## src/rtl/cmp_pkg.sv

```systemverilog
`default_nettype none
// ============================================================================
// Module      : cmp_pkg
// Description : Shared definitions for the bit-serial magnitude comparator.
//               FSM state encodings, result encodings ({aeb,agb,alb}) and
//               the bit-index width helper.
// Revision    : 1.0 - initial release
// ============================================================================
package cmp_pkg;

    localparam logic [1:0] c_ST_IDLE = 2'd0;
    localparam logic [1:0] c_ST_RUN  = 2'd1;
    localparam logic [1:0] c_ST_DONE = 2'd2;

    typedef enum logic [1:0] {
        ST_IDLE = c_ST_IDLE,
        ST_RUN  = c_ST_RUN,
        ST_DONE = c_ST_DONE
    } state_t;

    // Result vectors ordered {aeb, agb, alb}
    localparam logic [2:0] c_RES_EQ = 3'b100;
    localparam logic [2:0] c_RES_GT = 3'b010;
    localparam logic [2:0] c_RES_LT = 3'b001;

    // Bit-index width; a 1-bit operand still needs a 1-bit index register
    function automatic int idx_width(input int width);
        return (width > 1) ? $clog2(width) : 1;
    endfunction

endpackage
`default_nettype wire

```

## src/rtl/cmp_bit_cell.sv

```systemverilog
`default_nettype none
// ============================================================================
// Module      : cmp_bit_cell
// Description : Combinational 1-bit magnitude compare cell.
// Ports       : a, b   - operand bits
//               eq     - a == b
//               gt     - a > b  (a=1, b=0)
//               lt     - a < b  (a=0, b=1)
// Revision    : 1.0 - initial release
// ============================================================================
module cmp_bit_cell (
    input  logic a,
    input  logic b,
    output logic eq,
    output logic gt,
    output logic lt
);

    assign eq = ~(a ^ b);
    assign gt = a & ~b;
    assign lt = ~a & b;

endmodule
`default_nettype wire

```

## src/rtl/serial_cmp_ctrl.sv

```systemverilog
`default_nettype none
// ============================================================================
// Module      : serial_cmp_ctrl
// Description : Bit-serial unsigned magnitude comparator. Operands are taken
//               over a valid/ready handshake, scanned MSB->LSB one bit per
//               clock through cmp_bit_cell, and the {aeb,agb,alb} result is
//               offered over a valid/ready handshake.
// Ports       : clk, rst            - clock, synchronous active-high reset
//               in_valid/in_ready   - operand handshake (a, b)
//               a, b                - WIDTH-bit unsigned operands
//               out_valid/out_ready - result handshake
//               aeb, agb, alb       - result flags (qualify with out_valid)
//               busy                - high while RUN or DONE
// Parameters  : WIDTH      - operand width (>=1)
//               EARLY_EXIT - 1: stop at the first differing bit
// Revision    : 1.0 - initial release
// ============================================================================
module serial_cmp_ctrl
    import cmp_pkg::*;
#(
    parameter int WIDTH      = 8,
    parameter bit EARLY_EXIT = 1'b1
) (
    input  logic             clk,
    input  logic             rst,
    input  logic             in_valid,
    output logic             in_ready,
    input  logic [WIDTH-1:0] a,
    input  logic [WIDTH-1:0] b,
    output logic             out_valid,
    input  logic             out_ready,
    output logic             aeb,
    output logic             agb,
    output logic             alb,
    output logic             busy
);

    localparam int               c_IDX_W   = idx_width(WIDTH);
    localparam logic [c_IDX_W-1:0] c_IDX_MAX = c_IDX_W'(WIDTH - 1);
    localparam logic [c_IDX_W-1:0] c_IDX_ONE = c_IDX_W'(1);

    state_t               r_state;
    state_t               w_state_nxt;
    logic [WIDTH-1:0]     r_a;
    logic [WIDTH-1:0]     r_b;
    logic [c_IDX_W-1:0]   r_idx;
    logic                 r_decided;
    logic [1:0]           r_first;      // {gt,lt} of the first differing bit
    logic [2:0]           r_res;        // {aeb,agb,alb}

    logic [WIDTH-1:0]     w_a_sh;
    logic [WIDTH-1:0]     w_b_sh;
    logic                 w_eq;
    logic                 w_gt;
    logic                 w_lt;
    logic                 w_latch;
    logic [2:0]           w_res_nxt;

    // Shift instead of a variable part-select so WIDTH=1 needs no special case
    assign w_a_sh = r_a >> r_idx;
    assign w_b_sh = r_b >> r_idx;

    cmp_bit_cell u_cell (
        .a  (w_a_sh[0]),
        .b  (w_b_sh[0]),
        .eq (w_eq),
        .gt (w_gt),
        .lt (w_lt)
    );

    // ------------------------------------------------------------------
    // FSM state register
    // ------------------------------------------------------------------
    always_ff @(posedge clk) begin
        if (rst) begin
            r_state <= ST_IDLE;
        end else begin
            r_state <= w_state_nxt;
        end
    end

    // ------------------------------------------------------------------
    // Next state and result selection
    // ------------------------------------------------------------------
    always_comb begin
        w_state_nxt = r_state;
        w_latch     = 1'b0;
        w_res_nxt   = r_res;
        case (r_state)
            ST_IDLE: begin
                if (in_valid) begin
                    w_state_nxt = ST_RUN;
                end
            end
            ST_RUN: begin
                if (EARLY_EXIT && !w_eq) begin
                    w_latch     = 1'b1;
                    w_res_nxt   = {1'b0, w_gt, w_lt};
                    w_state_nxt = ST_DONE;
                end else if (r_idx == '0) begin
                    w_latch     = 1'b1;
                    // The first differing bit wins; a difference on the LSB
                    // itself has not reached the sticky flag yet.
                    if (r_decided) begin
                        w_res_nxt = {1'b0, r_first};
                    end else if (!w_eq) begin
                        w_res_nxt = {1'b0, w_gt, w_lt};
                    end else begin
                        w_res_nxt = c_RES_EQ;
                    end
                    w_state_nxt = ST_DONE;
                end
            end
            ST_DONE: begin
                if (out_ready) begin
                    w_state_nxt = ST_IDLE;
                end
            end
            default: begin
                w_state_nxt = ST_IDLE;
            end
        endcase
    end

    // ------------------------------------------------------------------
    // Operand, index, decided-flag and result registers
    // ------------------------------------------------------------------
    always_ff @(posedge clk) begin
        if (rst) begin
            r_a       <= '0;
            r_b       <= '0;
            r_idx     <= '0;
            r_decided <= 1'b0;
            r_first   <= 2'b00;
            r_res     <= 3'b000;
        end else begin
            if (w_latch) begin
                r_res <= w_res_nxt;
            end
            case (r_state)
                ST_IDLE: begin
                    if (in_valid) begin
                        r_a       <= a;
                        r_b       <= b;
                        r_idx     <= c_IDX_MAX;
                        r_decided <= 1'b0;
                        r_first   <= 2'b00;
                    end
                end
                ST_RUN: begin
                    if (!w_eq && !r_decided) begin
                        r_decided <= 1'b1;
                        r_first   <= {w_gt, w_lt};
                    end
                    // Exit happens at idx==0, so the index never wraps
                    if (!w_latch) begin
                        r_idx <= r_idx - c_IDX_ONE;
                    end
                end
                default: begin
                end
            endcase
        end
    end

    assign in_ready         = (r_state == ST_IDLE);
    assign out_valid        = (r_state == ST_DONE);
    assign busy             = (r_state == ST_RUN) || (r_state == ST_DONE);
    assign {aeb, agb, alb}  = r_res;

endmodule
`default_nettype wire

```

## config.mk

```make
export PLATFORM = sky130hd
export DESIGN_NAME = serial_cmp_ctrl
export DESIGN_NICKNAME = d
export VERILOG_FILES = /design/src/rtl/cmp_pkg.sv /design/src/rtl/cmp_bit_cell.sv /design/src/rtl/serial_cmp_ctrl.sv
export SDC_FILE = /design/constraint.sdc
export NUM_CORES = 1
export LEC_CHECK = 0
export BUFFER_PORTS_ARGS = -buffer_cell sky130_fd_sc_hd__buf_2
export CORE_MARGIN = 2
export CORE_UTILIZATION = 25
export CTS_CLUSTER_DIAMETER = 150
export DETAILED_ROUTE_END_ITERATION = 8
export PLACE_DENSITY = 0.48
export SETUP_SLACK_MARGIN = 0.4
export SYNTH_ARGS = -nofsm -noshare
export SYNTH_HDL_FRONTEND = slang
export SYNTH_SLANG_ARGS = --single-unit
```

## constraint.sdc

```tcl
create_clock -name clk -period 4.8 [get_ports clk]
set_input_delay 0 -clock clk [delete_from_list [all_inputs] [get_ports clk]]
set_output_delay 0 -clock clk [all_outputs]
set_load 0.005 [all_outputs]
```

# Word-level counts from Yosys, hierarchy flattened
# Index checks and enable logic that the tools add are counted.
[totals]
rom_bits = 0
input_bits = 20
elab_cells = 54
out_inout_bits = 6
reg_bits = 27
mem_count = 0
ramBits = 0
latch_bits = 0
[op_classes]
n_eq_ne = 7
n_bitwise = 5
mul = 0
n_reduce_logical = 12
n_lt_le_gt_ge = 0
add_sub_neg = 1
div = 0
muxes = 20
shift = 2
[op_table]
columns = ["operator", "count"]
rows = [
  ["8-bit by 3-bit >> shifter with 1-bit output", 2],
  ["3-bit two-way mux", 5],
  ["2-bit two-way mux", 6],
  ["3-bit AND reduction", 4],
  ["2-bit inequality test, second input constant", 3],
  ["2-bit one-hot mux with 3 select lines", 1],
  ["3-bit one-hot mux with 2 select lines", 1],
  ["1-bit two-way mux", 5],
  ["2-bit one-hot mux with 2 select lines", 1],
  ["2-bit nonzero test", 2],
  ["3-bit zero test", 1],
  ["3-bit inequality test, second input constant", 1],
  ["3-bit by 1-bit subtractor with 3-bit output, second input constant", 1],
  ["1-bit bitwise AND", 2],
  ["2-bit by 1-bit equality test with 1-bit output, second input constant", 1],
  ["2-bit equality test, second input constant", 1],
  ["2-bit zero test", 1],
  ["2-bit by 1-bit inequality test with 1-bit output, second input constant", 1],
  ["1-bit NOT", 2],
  ["1-bit one-hot mux with 2 select lines", 1],
  ["2-bit AND reduction", 1],
  ["1-bit logical AND", 1],
  ["1-bit zero test", 1],
  ["1-bit logical OR", 1],
  ["1-bit XOR", 1],
]

# Depth between registers and ports, before layout
[logic_depth]
ltp_word = 6
ltp_mapped = 10
ltp_nobuf = 8

# By module
# From an unflattened synthesis, not the netlist that was laid out.
[hier_totals]
cells_unflattened = 164
hier_area_um2 = 1417.6
[modules_own_cells]
columns = ["module", "seq_area_each_um2", "area_each_um2", "instances", "cells_per_inst"]
rows = [
  ["serial_cmp_ctrl", 540.5, 1385.1, 1, 160],
  ["cmp_bit_cell", 0.0, 32.5, 1, 4],
]

# Worst setup path after synthesis
# No wires, ideal clock.
[synth_path]
path_type = "reg2reg"
startpoint = "register r_idx[0]"
endpoint = "register r_decided"
path_stages_with_launch = 11
setup_ns = 0.128
setup_slack_ns = 2.512
t_arrival_ns = 2.160
n_path_buf = 2
cell_sequence = "dfxtp_1 -> buf_2 -> mux4_2 -> mux2i_1 -> inv_1 -> ha_1 -> buf_2 -> o21ai_0 -> nand2_1 -> mux2i_1 -> nor2_1"
[synth_between]
elab_chain_len = 5
[synth_rtl]
columns = ["element", "line_no", "rtl"]
rows = [
  ["start: declaration", "serial_cmp_ctrl.sv:46", "logic [c_IDX_W-1:0] r_idx;"],
  ["start signal: assignment", "serial_cmp_ctrl.sv:145", "r_idx <= c_IDX_MAX;"],
  ["start signal: assignment", "serial_cmp_ctrl.sv:157", "r_idx <= r_idx - c_IDX_ONE;"],
  ["8-bit by 3-bit >> shifter with 1-bit output (on tied branches)", "serial_cmp_ctrl.sv:60, serial_cmp_ctrl.sv:61", ""],
  ["1-bit XOR *", "cmp_bit_cell.sv:19", "assign eq = ~(a ^ b);"],
  ["1-bit logical AND *", "serial_cmp_ctrl.sv:151", "if (!w_eq && !r_decided) begin"],
  ["2-bit inequality test (no source line) *", "n/a", ""],
  ["3-bit AND reduction (no source line) *", "n/a", ""],
  ["end signal: assignment", "serial_cmp_ctrl.sv:133", "r_decided <= 1'b0;"],
  ["end signal: assignment", "serial_cmp_ctrl.sv:146", "r_decided <= 1'b0;"],
  ["end signal: assignment", "serial_cmp_ctrl.sv:152", "r_decided <= 1'b1;"],
  ["end: declaration", "serial_cmp_ctrl.sv:47", "logic r_decided;"],
]
# Every way passes the cells marked *; elsewhere a longest branch is shown, timed or not.
# A chain may end at the register's enable or synchronous reset.

# Worst setup path in the final report
# Ends and elaborated chain as after synthesis.

==> flow_metrics.tcl <==
set metrics [dict create \
    status "completed" \
    r2r_setup_slack_ns 2.28 \
    worst-path-stages 8 \
    drc 0 \
    htreeDepth 1 \
    dp_slack_ns 2.30 \
    grt_pass1_vias 1103 \
    period_share 0.525 \
    drv_slew 0 \
    crit_path_max_fanout 9 \
    cp_common_cell "mux2i_1" \
    clkLatencyLatePin_ns 0.28 \
    vias 1110 \
    vdd_drop_max_v 0.000190 \
    finalWeightedCongestion 0.734 \
    worst_r2r_path_depth 8 \
    fin_crit_ns 2.52 \
    synth_area_leaders "dfxtp_1 41%, nand2_1 11%, a21oi_1 7.9%" \
    instances_no_fill 258 \
    required_ns 4.95 \
    cts_resized 0 \
    critical_path.top_delay_family "multiplexers" \
    rsz0062_at_grt "false" \
    setup_viol 0 \
    overflow 0 \
    area_growth_pct 27.8 \
    combinationalPowerShare 0.474 \
    fin_ws_ns 2.28 \
    post_synth_num_cell_types 26 \
    hold_viol 0 \
    hpwl_um 2040 \
    nNetsFinal 217 \
    min_path_type "in2reg" \
    path_buf_inv 1 \
    core_um2 5110 \
    viasPerCell 4.30 \
    tns_ns 0 \
    cts_buffers 3 \
    drtAntennaViolNets 0 \
    wl_um 2870 \
    initial_core_util 0.260 \
    fin_util 0.332 \
    cts_sinks 27 \
    synth_top_area_frac 0.407 \
    rows 26 \
    die_y_um 76.9 \
    portBuffers 25 \
    avgSynthCellArea_um2 8.63 \
    worstMarginPinSlew_ns 0.561 \
    yosysSeqAreaShare 0.407 \
    die_w_um 76.9 \
    fillerInstances 553 \
    ys.warnings.count 0 \
    wl_per_cell_um 11.1 \
    drv_cap 0 \
    placed_cells 238 \
    cts_tree "yes" \
    drt_iter0_markers 32 \
    max_stage_delay_ns 0.54 \
    crit_chain "mux4_2, mux2i_1, inv_1, ha_1, o21ai_0, nand2_1, mux2i_1, nor2_1" \
    track_usage 0.107 \
    worst-setup-path-type "reg2reg" \
    syn_area_um2 1330 \
    die-area_um2 5910 \
    crit_path_end_kind "flop" \
    ys_seq_elements 27 \
    startpoint_type "flop" \
    crit_slowest_cell "mux4_2" \
    swShare 0.402 \
    antenna_found_initial 0 \
    cts-root-buf "clkbuf_8" \
    finClkSkew_ns 0.0118 \
    cts.path.max_buffers 2 \
    layout-drive-gt1-share 0.191 \
    power_frac_seq 0.372 \
    pin_count 26 \
    drt_pass1_iterations 4 \
    clk_pin_slew_ns 0.11 \
    p_per_area_nw_per_um2 530 \
    critPathArrivalTime_ns 2.68 \
    grt_pass1_wl_um 5060 \
    grt_max_degree 28 \
    synth_nets 182 \
    diodes 0 \
    clkPwrFrac 0.154 \
    internal_power_w 0.000539 \
    syn_inst 154 \
    max_slew_margin 0.626 \
    hold_slack_ns 0.184 \
    p_leak_nw 0.702 \
    synth_largest_area_cell "dfxtp_1" \
    whs_path_depth 2 \
    p_sw_w 0.000362 \
    max_freq_mhz 397 \
]
-- power groups by stage --
| stage | combinational [W] | sequential, W | clock (W) |
|---|---|---|---|
| 6_report | 0.000427 | 0.000335 | 0.000139 |
| 5_1_grt | 0.000487 | 0.000347 | 0.000158 |
| 4_1_cts | 0.000432 | 0.000336 | 0.000145 |
| 3_5_place_dp | 0.000420 | 0.000341 | 0 |
| 3_3_place_gp | 0.000419 | 0.000341 | 0 |
| 2_1_floorplan | 0.000366 | 0.000309 | 0 |
-- final cells by class --
| class | instances | area, µm² | area share |
|---|---|---|---|
| multi-input cells | 109 | 708 | 0.417 |
| clock inverters | 1 | 8.76 | 0.00516 |
| well taps | 70 | 87.6 | 0.0516 |
| clock buffers | 3 | 41.3 | 0.0243 |
| repair buffers | 41 | 285 | 0.168 |
| flip-flops and latches | 27 | 541 | 0.318 |
| inverters | 7 | 26.3 | 0.0155 |
-- layer usage --
| metal | vias to the layer above | part of all wire | track usage |
|---|---|---|---|
| li1 | 589 | - | - |
| met1 | 505 | 0.51 | 0.127 |
| met2 | 14 | 0.46 | 0.186 |
| met3 | 2 | 0.028 | 0.0318 |
| met4 | 0 | 0.0087 | 0.0327 |
| met5 | - | 0 | 0 |
-- layout by cell type (no fill, tap or decap), types with 2 or more instances in the layout --
| master | count |
|---|---|
| a311oi_1 | 2 |
| mux4_2 | 4 |
| a41o_1 | 2 |
| dfxtp_1 | 27 |
| mux2i_1 | 6 |
| nand2_1 | 39 |
| nand3_1 | 2 |
| nand4_1 | 2 |
| dlygate4sd3_1 | 16 |
| nor2b_1 | 2 |
| buf_2 | 25 |
| a21oi_1 | 21 |
| o21ai_0 | 3 |
| nor2_1 | 9 |
| ha_1 | 8 |
| inv_1 | 7 |
| clkbuf_8 | 3 |
-- cell families (layout without fill, tap and decap cells) --
logic type                 Yosys count  after routing  synth area share
adders and majority gates            8              8            0.0753
muxes                               11             11             0.124
and+or+nand+nor                     59             59             0.193
DFF                                 27             27             0.407
AOI/OAI and AO/OA                   31             31             0.140
buffers and inverters               18             52            0.0603
-- worst register-to-register path, stage by stage (launching register included) --
cell and delay [ns]:
dfxtp_1 0.52, mux4_2 0.54, mux2i_1 0.19, inv_1 0.06
ha_1 0.40, o21ai_0 0.32, nand2_1 0.15, mux2i_1 0.16
nor2_1 0.05
-- stage by stage --
stage | power (W) | cell area (µm²)
2_1_floorplan | 0.000674 | 1330
3_3_place_gp | 0.000760 | 1490
3_5_place_dp | 0.000761 | 1490
4_1_cts | 0.000912 | 1700
5_1_grt | 0.000992 | 1700
6_report | 0.000901 | 1700
-- state kept, by name, summed over array words and instances (netlist names) --
register   cells
r_first        2
r_b            8
r_decided      1
r_res          3
r_a            8
r_state        2
r_idx          3
-- Yosys cell counts, drive strengths merged --
cell and count:
dfxtp 27, mux4 4, mux2 1, clkbuf 6, ha 8, a211oi 1, nand2b 1, nor2 9
inv 7, buf 5, mux2i 6, nor3b 1, a41o 2, nor3 1, or3b 1, a311o 1
nand4 2, o21ai 3, and2 1, nand3 2, a21boi 1, nor2b 2, a311oi 2, nand2 39
a21oi 21
-- final timing paths --
check	startpoint	end
setup / recovery	r_idx[0]	r_decided
hold / removal	rst	r_state[0]
setup reg to reg	r_idx[0]	r_decided
hold reg to reg	r_b[7]	r_b[7]
-- timing repair --
item	CTS	global route
hold buffers	16	0
setup buffers	0	0
endpoints found under the hold margin	16	0
Power figures use the tool's default switching activity.
